===== config.mk =====
export PLATFORM = sky130hd
export DESIGN_NAME = instruction_fetch_ctrl_flat
export DESIGN_NICKNAME = d
export VERILOG_FILES = /design/src/rtl/instruction_fetch_ctrl_if.sv /design/src/rtl/instruction_fetch_ctrl.sv /design/src/flat_wrapper.sv
export SDC_FILE = /design/constraint.sdc
export NUM_CORES = 1
export LEC_CHECK = 0
export ABC_AREA = 1
export BUFFER_PORTS_ARGS = -buffer_cell sky130_fd_sc_hd__buf_2
export CORE_MARGIN = 1.5
export CORE_UTILIZATION = 30
export DETAILED_ROUTE_END_ITERATION = 8
export GPL_TIMING_DRIVEN = 1
export PLACE_DENSITY = 0.57
export SYNTH_ARGS = -nofsm -noshare
export SYNTH_HDL_FRONTEND = slang
export SYNTH_SLANG_ARGS = --single-unit

===== constraint.sdc =====
create_clock -name clk -period 16.4 [get_ports clk]
set_input_delay 3.28 -clock clk [delete_from_list [all_inputs] [get_ports clk]]
set_output_delay 3.28 -clock clk [all_outputs]
set_load 0.005 [all_outputs]

===== src/rtl/instruction_fetch_ctrl_if.sv =====
// Fetch-to-decode handshake: {pc, instruction} pairs offered with valid/ready.
interface instruction_fetch_ctrl_if;
  logic        out_valid;
  logic        out_ready;
  logic [31:0] out_inst;
  logic [63:0] out_pc;

  modport master (output out_valid, output out_inst, output out_pc, input out_ready);
  modport slave  (input out_valid, input out_inst, input out_pc, output out_ready);
endinterface


===== src/rtl/instruction_fetch_ctrl.sv =====
// Fetch sequencer: owns the PC, reads a single-cycle instruction memory and queues
// {pc, instruction} pairs for decode; redirects flush and reload, ebreak halts fetch.
module instruction_fetch_ctrl #(
  parameter logic [63:0] RESET_PC = 64'h0,
  parameter int          DEPTH    = 2
) (
  input  logic                           clk,
  input  logic                           reset,
  output logic [63:0]                    Inst_Addr,
  input  logic [31:0]                    Instruction,
  input  logic                           fetch_en,
  input  logic                           redirect_valid,
  input  logic [63:0]                    redirect_pc,
  instruction_fetch_ctrl_if.master       out_if,
  output logic                           halted
);

  localparam int          AW     = (DEPTH > 1) ? $clog2(DEPTH) : 1;
  localparam int          CW     = AW + 1;
  localparam logic [31:0] EBREAK = 32'h00100073;

  typedef enum logic [1:0] {IDLE, FETCH, HALT} state_t;

  state_t        state;
  logic [63:0]   pc;
  logic [63:0]   fifo_pc   [DEPTH];
  logic [31:0]   fifo_inst [DEPTH];
  logic [AW-1:0] wr_ptr;
  logic [AW-1:0] rd_ptr;
  logic [CW-1:0] count;
  logic          push;
  logic          pop;
  logic          is_ebreak;

  // Fullness is judged on the pre-pop count, so a full queue never pushes even while draining.
  assign push      = (state == FETCH) && fetch_en && !redirect_valid && (count < CW'(DEPTH));
  assign pop       = out_if.out_valid && out_if.out_ready && !redirect_valid;
  assign is_ebreak = (Instruction == EBREAK);

  assign Inst_Addr        = pc;
  assign out_if.out_valid = (count != '0);
  assign out_if.out_inst  = out_if.out_valid ? fifo_inst[rd_ptr] : 32'h0;
  assign out_if.out_pc    = out_if.out_valid ? fifo_pc[rd_ptr]   : 64'h0;

  always_ff @(posedge clk or negedge reset) begin
    if (!reset) begin
      state  <= IDLE;
      pc     <= RESET_PC;
      halted <= 1'b0;
      wr_ptr <= '0;
      rd_ptr <= '0;
      count  <= '0;
    end else if (redirect_valid) begin
      pc     <= redirect_pc & ~64'h3;
      wr_ptr <= '0;
      rd_ptr <= '0;
      count  <= '0;
      halted <= 1'b0;
      state  <= fetch_en ? FETCH : IDLE;
    end else begin
      // The ebreak word is queued but the PC parks on its address.
      if (push) begin
        wr_ptr <= wr_ptr + 1'b1;
        if (!is_ebreak) pc <= pc + 64'd4;
      end
      if (pop) rd_ptr <= rd_ptr + 1'b1;
      case ({push, pop})
        2'b10:   count <= count + 1'b1;
        2'b01:   count <= count - 1'b1;
        default: ;
      endcase
      case (state)
        IDLE:    if (fetch_en) state <= FETCH;
        FETCH: begin
          if (!fetch_en) begin
            state <= IDLE;
          end else if (push && is_ebreak) begin
            state  <= HALT;
            halted <= 1'b1;
          end
        end
        HALT:    ;
        default: state <= IDLE;
      endcase
    end
  end

  always_ff @(posedge clk) begin
    if (push) begin
      fifo_pc[wr_ptr]   <= pc;
      fifo_inst[wr_ptr] <= Instruction;
    end
  end

endmodule


===== src/flat_wrapper.sv =====
// flat-port wrapper written by rule: the top's interface ports become plain ports
module instruction_fetch_ctrl_flat 
#(
  parameter logic [63:0] RESET_PC = 64'h0,
  parameter int          DEPTH    = 2
)
  (clk, reset, Inst_Addr, Instruction, fetch_en, redirect_valid, redirect_pc, halted, out_if_out_valid, out_if_out_inst, out_if_out_pc, out_if_out_ready);
  instruction_fetch_ctrl_if out_if_i ();
  input  logic clk;
  input  logic reset;
  output logic [63:0] Inst_Addr;
  input  logic [31:0] Instruction;
  input  logic fetch_en;
  input  logic redirect_valid;
  input  logic [63:0] redirect_pc;
  output logic halted;
  output wire logic [$bits(out_if_i.out_valid)-1:0] out_if_out_valid;
  output wire logic [$bits(out_if_i.out_inst)-1:0] out_if_out_inst;
  output wire logic [$bits(out_if_i.out_pc)-1:0] out_if_out_pc;
  input wire logic [$bits(out_if_i.out_ready)-1:0] out_if_out_ready;
  assign out_if_out_valid = out_if_i.out_valid;
  assign out_if_out_inst = out_if_i.out_inst;
  assign out_if_out_pc = out_if_i.out_pc;
  assign out_if_i.out_ready = out_if_out_ready;
  instruction_fetch_ctrl #(.RESET_PC(RESET_PC), .DEPTH(DEPTH)) u_core (.clk(clk), .reset(reset), .Inst_Addr(Inst_Addr), .Instruction(Instruction), .fetch_en(fetch_en), .redirect_valid(redirect_valid), .redirect_pc(redirect_pc), .out_if(out_if_i), .halted(halted));
endmodule

[Yosys cells after proc, flatten, opt, wreduce, memory -nomap -nowiden]
Memory sizes are Yosys's and may differ from the RTL's.
Cells that the tools add are included.
Storage, ports and cells
  RAM bits: 192
  register bits: 71
  output and inout bits: 162
  word-level logic and storage cells: 64
  input port bits: 101
  memories: 2
Memory list
  u_core.fifo_pc: words 2, width 64, rd ports 1, clocked after memory_dff 0, write ports 1, RTL line instruction_fetch_ctrl.sv:26  | logic [63:0] fifo_pc [DEPTH];
  u_core.fifo_inst: words 2, width 32, rd ports 1, clocked after memory_dff 0, write ports 1, RTL line instruction_fetch_ctrl.sv:27  | logic [31:0] fifo_inst [DEPTH];
Operators by class
  reductions and logical operators: 18
  mux-type cells: 23
  order comparisons: 1
  $add $sub $neg: 5
  equal/unequal tests: 9
Operators with widths (count)
  $mux W64: 4
  $add A64 B3 Y64 const B: 1
  $eq A32 B21 Y1 const B: 1
  $mux W32: 1
  $reduce_bool A2 Y1: 6
  $mux W1: 11
  $mux W2: 5
  $logic_and A1 B1 Y1: 6
  $pmux W2 S3: 1
  $reduce_and A3 Y1: 2
  $eq A2 B1 Y1 const B: 2
  $eq A2 B2 Y1 const B: 2
  $ne A2 B2 Y1 const B: 2
  $ne A4 B4 Y1 const B: 1
  $pmux W2 S2: 1
  $ne A3 B3 Y1 const B: 1
  $reduce_bool A3 Y1: 1
  $add A1 B1 Y1 const B: 2
  $add A2 B1 Y2 const B: 1
  $logic_not A2 Y1: 1
  $lt A2 B2 Y1 const B: 1
  $reduce_and A2 Y1: 1
  $sub A2 B1 Y2 const B: 1
  $logic_not A1 Y1: 1

[Longest topological paths before layout]
Gate-level depths: netlist (run 1).
  depth after elaboration: 9
  gate-level depth with buffers: 11
  depth with buffers taken out: 11

[Least setup slack after synthesis (run 1)]
No wires, ideal clock.
  path kind: input to register
  start point: input redirect_valid
  end point: memory u_core.fifo_inst[0][0] (enable)
  setup time: 0.549 ns
  buffers on the path: 0
  slack: 8.310 ns
  arrival: 7.541 ns
  cell stages on the path: 3
  data required time: 15.851 ns
  cell sequence: nor2_1 > nand4_2 > nor2_1
On the way
  word-level cells in the longest chain between the ends: 5
Ends and longest elaborated chain
  from (decl): RTL line flat_wrapper.sv:14  | input logic redirect_valid;
  $logic_not A1 Y1: RTL line instruction_fetch_ctrl.sv:36  | assign push = (state == FETCH) && fetch_en && !redirect_valid && (count < CW'(DEPTH));
  $logic_and A1 B1 Y1 (2 in a row): RTL line instruction_fetch_ctrl.sv:36
  $mux W1: RTL line instruction_fetch_ctrl.sv:89  | if (push) begin
  $mux W1 (not written as such): RTL line instruction_fetch_ctrl.sv:91  | fifo_inst[wr_ptr] <= Instruction;
  to (decl): RTL line instruction_fetch_ctrl.sv:27
No other way between the ends.

[Worst setup path in the final report (run 1)]
  start point: register u_core.count[1]
  end point: output out_if_out_pc[29]
On the way
  word-level cells in the longest chain between the ends: 2
Ends and longest elaborated chain
  from (decl): RTL line instruction_fetch_ctrl.sv:30  | logic [CW-1:0] count;
  from (signal assigned): RTL line instruction_fetch_ctrl.sv:68  | 2'b10: count <= count + 1'b1;
  from (signal assigned): RTL line instruction_fetch_ctrl.sv:69  | 2'b01: count <= count - 1'b1;
  $reduce_bool A2 Y1: RTL line instruction_fetch_ctrl.sv:41  | assign out_if.out_valid = (count != '0);
  $mux W64: RTL line instruction_fetch_ctrl.sv:43  | assign out_if.out_pc = out_if.out_valid ? fifo_pc[rd_ptr] : 64'h0;
  to (decl): RTL line flat_wrapper.sv:19  | output wire logic [$bits(out_if_i.out_pc)-1:0] out_if_out_pc;
No other way between the ends.

==> impl_metrics.toml, run 1 <==
[run_status]
status = "complete, no violations"

[route]
vias_per_cell = 4.69
vias = 10300
wire_per_inst_um = 18.1
finalWirelength_um = 39500
drt_first_pass_iters = 5
drt_iter0_markers = 489
drc = 0
ant_nets = 0

[timing]
rsz0062_at_grt = "false"
finalSetupTns_ns = 0
fmax_ghz = 0.168
hold_violations = 0
slew_viol_final = 0
tightest_slew_ns = 1.17
setup_violations = 0
period_share_pct = 36.4
fin_skew_ns = 0.0130
setup_ws_ns = 10.43
max-slew-margin-rel_pct = 21.9
fin_crit_ns = 5.97

[cts]
cts_setup_buffers = 0
htreeDepth = 1
cts-root-buf = "clkbuf_16"
clk_path_buf_depth = 3
clock_latency_ns = 0.57
cts_sinks = 257
postCtsResizedCells = 0
cts.clk_slew.worst_paths_ns = 0.06
numCtsBuffers = 29
cts_tree = "yes"
holdBufCountCts = 0

[placement]
dp_hpwl_um = 27700
place_ws_ns = 9.86
routabilityCongestion = 0.900
io_buffers = 256

[die]
chipWidth_um = 206
die_y_um = 206
start_util_pct = 30.4
io_pins = 263
row_count = 74
die_area_um2 = 42500
core-area_um2 = 40800

[layout]
area_delta_synth_final_pct = 22.3
seqCellArea_um2 = 7380
drive_above_1_share_pct = 22.3
finalNetCount = 1732
layout.cells.most_common = "nand2_1"
n_fill_cell = 4204
multi_input_area_um2 = 4430
mostFrequentLayoutCells = "nand2_1, buf_2, edfxtp_1"

[worst_hold_path]
hold_path_depth = 2
holdCritStartpoint = "u_core.halted"
hold_class = "reg2reg"
hold_path_end = "u_core.halted"

[synth]
synth_simple_gate_area_share_pct = 28.4
synth_top_family_by_area = "simple AND/OR/NAND/NOR gates"
synth_compound_area_share_pct = 5.72
synthesis.area_um2 = 12400
synthTopCellsByArea = "edfxtp_1, nand2_1, dfrtp_1, nand3_1, a21oi_1"
syn_avg_cell_area_um2 = 8.94
synth.top_cell.area_share_pct = 45.5
yosys.area.top_type = "edfxtp_1"
syn_inst = 1386
synthXorXnorAreaFrac_pct = 1.27
synth.distinct_cells = 35
yosysWarnings = 0
ys_seq_area_share_pct = 59.5
synth-seq-cells = 257
synth_mux_area_share_pct = 0
synthAdderAreaFrac_pct = 0.101

[power]
peakVddDrop_uv = 71.4
powerDensity_nw_per_um2 = 126
p_leak_nw = 6.57

[global_routing]
grt_antenna_before_repair = 7
grt_pass1_wl_um = 58700
grt_pass1_vias = 9744
grt_use_total_pct = 18.2
grt_overflow = 0
grt_max_degree = 95

[setup_path]
path_max_fanout = 79
critPathTopFamily = "buffers and inverters"
cp_slowest_cell = "buf_4"
reg2reg_to = "u_core.fifo_pc[0][41]"
r2r_start = "u_core.state[1]"
arrival_ns = 2.69
worst-path-buf-inv = 4
critPathCaptureType = "output port"
critPathRequiredTime_ns = 13.12
start_kind = "flop"
worstSetupPathType = "reg2out"
crit_path_cell_trace = "inv_1 -> nand2_1 -> clkinv_2 -> buf_4 -> a21oi_1 -> buf_2"
slowest_delay_ns = 0.81
reg2regPathDepth = 4
r2r_slack_ns = 13.39

[flow_run]
maxCapViolations = 0
## report_power, final
part           leakage, nW  switching [W]  total [W]  internal, W
Clock                0.477       0.000274   0.000656     0.000383
Sequential            2.55      0.0000647   0.000820     0.000755
Combinational         3.54       0.000275   0.000429     0.000154
Total                 6.57       0.000613    0.00191      0.00129
## cell type report
cell class,instances,share of cell area (%)
Multi-Input combinational cell,983,29.2
Clock buffer,37,5.32
Timing Repair Buffer,265,8.90
Inverter,94,2.34
Antenna cell,4,0.0660
Clock inverter,17,1.11
Tap cell,532,4.39
Sequential cell,257,48.7
## registers in the layout, indices dropped and copies added (netlist names)
| name | flops |
|---|---|
| u_core.fifo_pc | 124 |
| u_core.fifo_inst | 64 |
| u_core.Inst_Addr | 62 |
| u_core.count | 2 |
| u_core.state | 2 |
| u_core.halted | 1 |
| u_core.rd_ptr | 1 |
| u_core.wr_ptr | 1 |
## layer usage
layer,vias up,part of all wire [%],global-route usage [%]
met2,250,48,30.4
met1,4902,44,23.9
met5,-,0.056,0
met3,59,5.0,2.84
li1,5049,-,-
met4,4,2.7,6.70
## worst max-delay path by stage
stage                     from                      to  cells after the start
3_5_place_dp    redirect_valid   u_core.fifo_pc[0][45]                      6
3_3_place_gp    redirect_valid   u_core.fifo_pc[0][45]                      6
2_1_floorplan   redirect_valid  u_core.fifo_inst[0][0]                      3
5_1_grt        u_core.count[1]       out_if_out_pc[52]                      6
6_report       u_core.count[1]       out_if_out_pc[29]                      6
4_1_cts        u_core.count[1]       out_if_out_pc[52]                      6
## cell families (layout without fill, tap and decap cells)
group                    after synthesis  count (layout)
other                                  1               8
buffers and inverters                149             413
AO/OA/AOI/OAI                        134             134
XOR/XNOR                              18              18
AND/OR/NAND/NOR                      826             826
adder cells (fa/ha/maj)                1               1
flip-flops                           257             257
## cells in the mapped netlist
library cell  instances
nand2_1             538
edfxtp_1            188
nand3_1             111
nor2_1              111
a21oi_1             106
inv_1                89
dfrtp_1              69
clkbuf_1             21
nand4_1              17
nand2_2              15
buf_1                14
o21bai_1             14
o21ai_0              11
buf_2                10
xnor2_1              10
nor2_2                9
nor2_4                8
xor2_1                8
buf_4                 6
buf_6                 4
inv_2                 4
nand2_4               4
nor2_8                3
or2_2                 3
nand3b_1              2
nor3_1                2
a21o_1                1
and2_1                1
clkinv_1              1
conb_1                1
ha_1                  1
nand3_2               1
nand4_2               1
o21ai_1               1
o22ai_1               1
## metrics by stage
stage	std cells	power [W]	hold slack, ns	cell area (um^2)	utilization (%)
finish	2189	0.00191	0.492	15200	37.1
global route	2189	0.00201	0.506	15200	37.1
CTS	2185	0.00194	0.497	15100	37.1
detailed placement	2131	0.00127	0.483	14200	34.7
global placement	2131	0.00127	0.465	14200	34.7
floorplan	1389	0.00105	0.470	12400	-
## worst reg2reg max path, cell delays in order (launching register included)
cell,delay (ns)
dfrtp_1,0.38
nor2_1,0.16
nand4_2,0.26
nor2_4,0.89
buf_4,0.84
Power figures use the tool's default switching activity.
==> run 2: changes to the inputs <==
--- a/config.mk
+++ b/config.mk
@@ -11,7 +11,7 @@
 export CORE_UTILIZATION = 30
 export DETAILED_ROUTE_END_ITERATION = 8
 export GPL_TIMING_DRIVEN = 1
-export PLACE_DENSITY = 0.57
+export PLACE_DENSITY = 0.59
 export SYNTH_ARGS = -nofsm -noshare
 export SYNTH_HDL_FRONTEND = slang
 export SYNTH_SLANG_ARGS = --single-unit
==> constraint.sdc (replaced) <==
create_clock -name clk -period 4.8 [get_ports clk]
set_input_delay 0.96 -clock clk [delete_from_list [all_inputs] [get_ports clk]]
set_output_delay 0.96 -clock clk [all_outputs]
set_load 0.005 [all_outputs]
==> run 2 against run 1 <==
Compared with the run above:
- cell area increased by 0.46%
- critical path type unchanged
- clock skew decreased by 0.0048 ns
- clock-buffer cell count increased by 2
- sequential power increased to 3.5 times the previous value
- routed wire length decreased by 0.67%
- die area unchanged
- first-iteration DRC count increased by 21%
- clock power increased to 3.5 times the previous value
- critical path depth unchanged
- worst setup slack got worse by 9.4 ns
- final cell count about the same
==> impl_metrics.toml, run 2 (synthesis gave the netlist of run 1 again) <==
[route]
drt_first_pass_iters = 5
finalWirelength_um = 39300
vias = 10300
drt_iter0_markers = 592
wire_per_inst_um = 17.9
drc = 0
vias_per_cell = 4.70
ant_nets = 0

[timing]
whs_ns = 0.476
max-slew-margin-rel_pct = 33.0
fmax_ghz = 0.268
tightest_slew_ns = 1.00
hold_violations = 0
slew_viol_final = 0
rsz0062_at_grt = "false"
fin_crit_ns = 3.73
fin_skew_ns = 0.00822
setup_ws_ns = 1.07
finalSetupTns_ns = 0
period_share_pct = 77.7
setup_violations = 0

[setup_path]
path_max_fanout = 58
r2r_slack_ns = 2.40
crit_path_cell_trace = "inv_1 -> nand2_1 -> clkinv_2 -> buf_4 -> a21oi_1 -> buf_2"
slowest_delay_ns = 0.68
cp_slowest_cell = "clkinv_2"
reg2reg_to = "u_core.Inst_Addr[35]"
r2r_start = "u_core.state[1]"
arrival_ns = 2.77
critPathCaptureType = "output port"
critPathTopFamily = "buffers and inverters"
worstSetupPathType = "reg2out"
reg2regPathDepth = 7
worst-path-buf-inv = 4
critPathRequiredTime_ns = 3.84
start_kind = "flop"

[global_routing]
grt_pass1_vias = 9519
grt_use_total_pct = 17.9
grt_pass1_wl_um = 57000
grt_overflow = 0
grt_antenna_before_repair = 2
grt_max_degree = 95

[cts]
cts_setup_buffers = 0
clk_path_buf_depth = 3
numCtsBuffers = 29
cts-root-buf = "clkbuf_16"
holdBufCountCts = 0
cts_sinks = 257
postCtsResizedCells = 0
clock_latency_ns = 0.57
cts.clk_slew.worst_paths_ns = 0.06
htreeDepth = 1
cts_tree = "yes"

[placement]
io_buffers = 256
dp_hpwl_um = 28000
place_ws_ns = 1.57
routabilityCongestion = 0.913

[layout]
mostFrequentLayoutCells = "nand2_1, buf_2, edfxtp_1"
top_register = "u_core.fifo_pc"
layout.cells.most_common = "nand2_1"
largest_reg_flops = 124
drive_above_1_share_pct = 22.3
finalNetCount = 1734
area_delta_synth_final_pct = 22.9
final_util_pct = 37.3

[die]
io_pins = 263
die_area_um2 = 42500
chipWidth_um = 206
core-area_um2 = 40800
start_util_pct = 30.4
row_count = 74
die_y_um = 206

[run_status]
status = "complete, no violations"

[power]
p_leak_nw = 6.61
peakVddDrop_uv = 303
powerDensity_nw_per_um2 = 434

[worst_hold_path]
hold_path_depth = 2
hold_path_end = "u_core.halted"
hold_class = "reg2reg"
holdCritStartpoint = "u_core.halted"

[flow_run]
maxCapViolations = 0
==> run 2: layout make-up <==
type                       instances  area, um^2
inverter                          94         355
clock buffer                      39         803
multi-input combinational        983        4430
fill                            4153       25600
antenna                            3        7.51
sequential                       257        7380
timing repair buffer             267        1400
clock inverter                    15         191
tap                              532         666
==> run 2: how the worst max path moves through the flow <==
stage                         start                     end  slack (ns)  cells after the start
floorplan            redirect_valid  u_core.fifo_inst[0][0]        0.61                      3
global placement    u_core.count[1]       out_if_out_pc[43]        1.58                      6
detailed placement  u_core.count[1]       out_if_out_pc[43]        1.57                      6
CTS                 u_core.count[1]       out_if_out_pc[43]        0.94                      6
global route        u_core.count[1]       out_if_out_pc[43]        0.85                      6
finish              u_core.count[1]       out_if_out_pc[43]        1.07                      6
==> run 2: worst min-delay path, delay by kind of cell, from the launching register on <==
kind	cells	cell delay [ns]
DFF	1	0.34
and+or+nand+nor	2	0.11
==> run 2: per-stage QoR <==
step	cells	area [um^2]	total power, W
global placement	2133	14200	0.00436
CTS	2187	15200	0.00672
detailed placement	2133	14200	0.00438
global route	2189	15200	0.00696
finish	2190	15200	0.00661
floorplan	1389	12400	0.00357
==> run 2: layer usage <==
metal | global-route usage, % | wire (um) | up-vias
met5 | 0 | 0 | -
met4 | 5.43 | 821 | 0
met3 | 2.43 | 1840 | 47
met2 | 29.9 | 18900 | 270
met1 | 24.1 | 17700 | 4922
li1 | - | - | 5052
==> run 2: report_power, final <==
group          switching, W  internal, W  total [W]
clock              0.000928      0.00139    0.00232
sequential         0.000258      0.00258    0.00284
combinational      0.000912     0.000541    0.00145
==> run 3: changes to the inputs <==
--- a/config.mk
+++ b/config.mk
@@ -11,7 +11,7 @@
 export CORE_UTILIZATION = 30
 export DETAILED_ROUTE_END_ITERATION = 8
 export GPL_TIMING_DRIVEN = 1
-export PLACE_DENSITY = 0.59
+export PLACE_DENSITY = 0.57
 export SYNTH_ARGS = -nofsm -noshare
 export SYNTH_HDL_FRONTEND = slang
 export SYNTH_SLANG_ARGS = --single-unit
==> constraint.sdc (replaced) <==
create_clock -name clk -period 3.6 [get_ports clk]
set_input_delay 0.72 -clock clk [delete_from_list [all_inputs] [get_ports clk]]
set_output_delay 0.72 -clock clk [all_outputs]
set_load 0.005 [all_outputs]
==> run 3 against run 2 <==
Compared with the run above:
- worst hold slack worse by 0.24 ns
- sequential share of layout area decreased by 0.28 points
- die area unchanged
- clock power rose by 31%
- combinational power up 34%
- final cell count is 0.18% higher
- clock-buffer cell count shrank 5
- critical path depth shrank 1
- critical path type unchanged
==> impl_metrics.toml, run 3 (synthesis gave the netlist of run 1 again) <==
[run_status]
status = "complete, no violations"

[route]
finalWirelength_um = 39600
vias_per_cell = 4.67
ant_nets = 0
wire_per_inst_um = 18.1
drt_iter0_markers = 446
drc = 0
drt_first_pass_iters = 5
vias = 10200

[timing]
slew_viol_final = 0
fin_crit_ns = 3.29
whs_ns = 0.233
setup_ws_ns = 0.314
fmax_ghz = 0.304
rsz0062_at_grt = "false"
setup_violations = 0
period_share_pct = 91.3
fin_skew_ns = 0.0172
tightest_slew_ns = 1.02
hold_violations = 0
max-slew-margin-rel_pct = 32.2

[placement]
place_ws_ns = 0.746
io_buffers = 256
routabilityCongestion = 0.914
dp_hpwl_um = 28900

[global_routing]
grt_max_degree = 72
grt_pass1_vias = 9611
grt_pass1_wl_um = 58100
grt_overflow = 0
grt_use_total_pct = 18.1
grt_antenna_before_repair = 3

[layout]
top_register = "u_core.fifo_pc"
mostFrequentLayoutCells = "nand2_1, buf_2, edfxtp_1"
finalNetCount = 1737
n_fill_cell = 4201
largest_reg_flops = 124
layout.cells.most_common = "nand2_1"
area_delta_synth_final_pct = 23.6
drive_above_1_share_pct = 22.3

[die]
start_util_pct = 30.4
die_y_um = 206
die_area_um2 = 42500
core-area_um2 = 40800
row_count = 74
io_pins = 263
chipWidth_um = 206

[cts]
clk_path_buf_depth = 3
cts_setup_buffers = 0
cts_tree = "yes"
cts.clk_slew.worst_paths_ns = 0.06
clock_latency_ns = 0.58
numCtsBuffers = 29
cts_sinks = 257
holdBufCountCts = 0
htreeDepth = 1
cts-root-buf = "clkbuf_16"
postCtsResizedCells = 0

[flow_run]
maxCapViolations = 0

[power]
p_leak_nw = 6.64
powerDensity_nw_per_um2 = 572
peakVddDrop_uv = 441

[worst_hold_path]
hold_class = "in2async"

[setup_path]
critPathRequiredTime_ns = 2.88
critPathCaptureType = "output port"
cp_slowest_cell = "dfrtp_4"
slowest_delay_ns = 0.68
crit_path_cell_trace = "clkinv_2 -> buf_12 -> nand2_1 -> a21oi_1 -> buf_2"
start_kind = "flop"
path_max_fanout = 71
worstSetupPathType = "reg2out"
arrival_ns = 2.57
[run 3: cell types whose count changed in the layout (fill, tap and decap cells not counted), sizes merged]
cell | previous run | this run
inv | 94 | 93
diode | 3 | 4
buf | 267 | 270
clkinvlp | 2 | 1
clkinv | 9 | 16
clkbuf | 39 | 34
[run 3: worst paths after layout]
| kind | cells after the start | from | slack [ns] | end |
|---|---|---|---|---|
| setup / recovery | 5 | u_core.rd_ptr | 0.31 | out_if_out_pc[44] |
| hold / removal | 1 | reset | 0.23 | u_core.Inst_Addr[3] |
| setup reg to reg | 7 | u_core.state[1] | 1.17 | u_core.Inst_Addr[35] |
| hold reg to reg | 2 | u_core.halted | 0.49 | u_core.halted |
| max in group asynchronous | 2 | reset | 2.67 | u_core.rd_ptr |
| min in group clk | 1 | Instruction[21] | 0.34 | u_core.fifo_inst[1][21] |
[run 3: through the flow]
stage | power, W | util (%) | instance area, um^2 | cells | setup TNS [ns]
CTS | 0.00892 | 37.5 | 15300 | 2190 | 0
detailed placement | 0.00583 | 35.1 | 14300 | 2136 | 0
global route | 0.00926 | 37.5 | 15300 | 2193 | 0
finish | 0.00877 | 37.5 | 15300 | 2194 | 0
floorplan | 0.00476 | - | 12400 | 1389 | -65.54
global placement | 0.00581 | 35.1 | 14300 | 2136 | 0
[run 3: where the power goes]
group,internal (W),total (W),leakage (nW),switching [W]
combinational,0.000722,0.00195,3.60,0.00123
sequential,0.00344,0.00376,2.55,0.000324
clock,0.00181,0.00305,0.485,0.00124
total,0.00597,0.00877,6.64,0.00280
[run 3: worst max-delay path, delay by kind of cell, from the launching register on]
kind            cells  cell delay, ns
buf+inv             3            1.01
flops               1            0.68
simple gates        1            0.12
compound gates      1            0.09
[run 3: routing by layer]
layer,vias to the layer above,track usage [%],share of wire (%),routed length (um)
li1,5055,-,-,-
met1,4868,23.6,43,17200
met2,263,30.7,48,19200
met3,53,2.92,5.7,2260
met4,0,5.62,2.4,935
met5,-,0,0,0
[run 3: layout make-up]
class	count	area, um^2	area share (%)
well taps	532	666	4.35
inverters	94	355	2.32
repair buffers	270	1500	9.79
clock buffers	34	764	4.99
flip-flops and latches	257	7380	48.2
multi-input cells	983	4430	28.9
clock inverters	20	219	1.43
diodes	4	10.0	0.0653
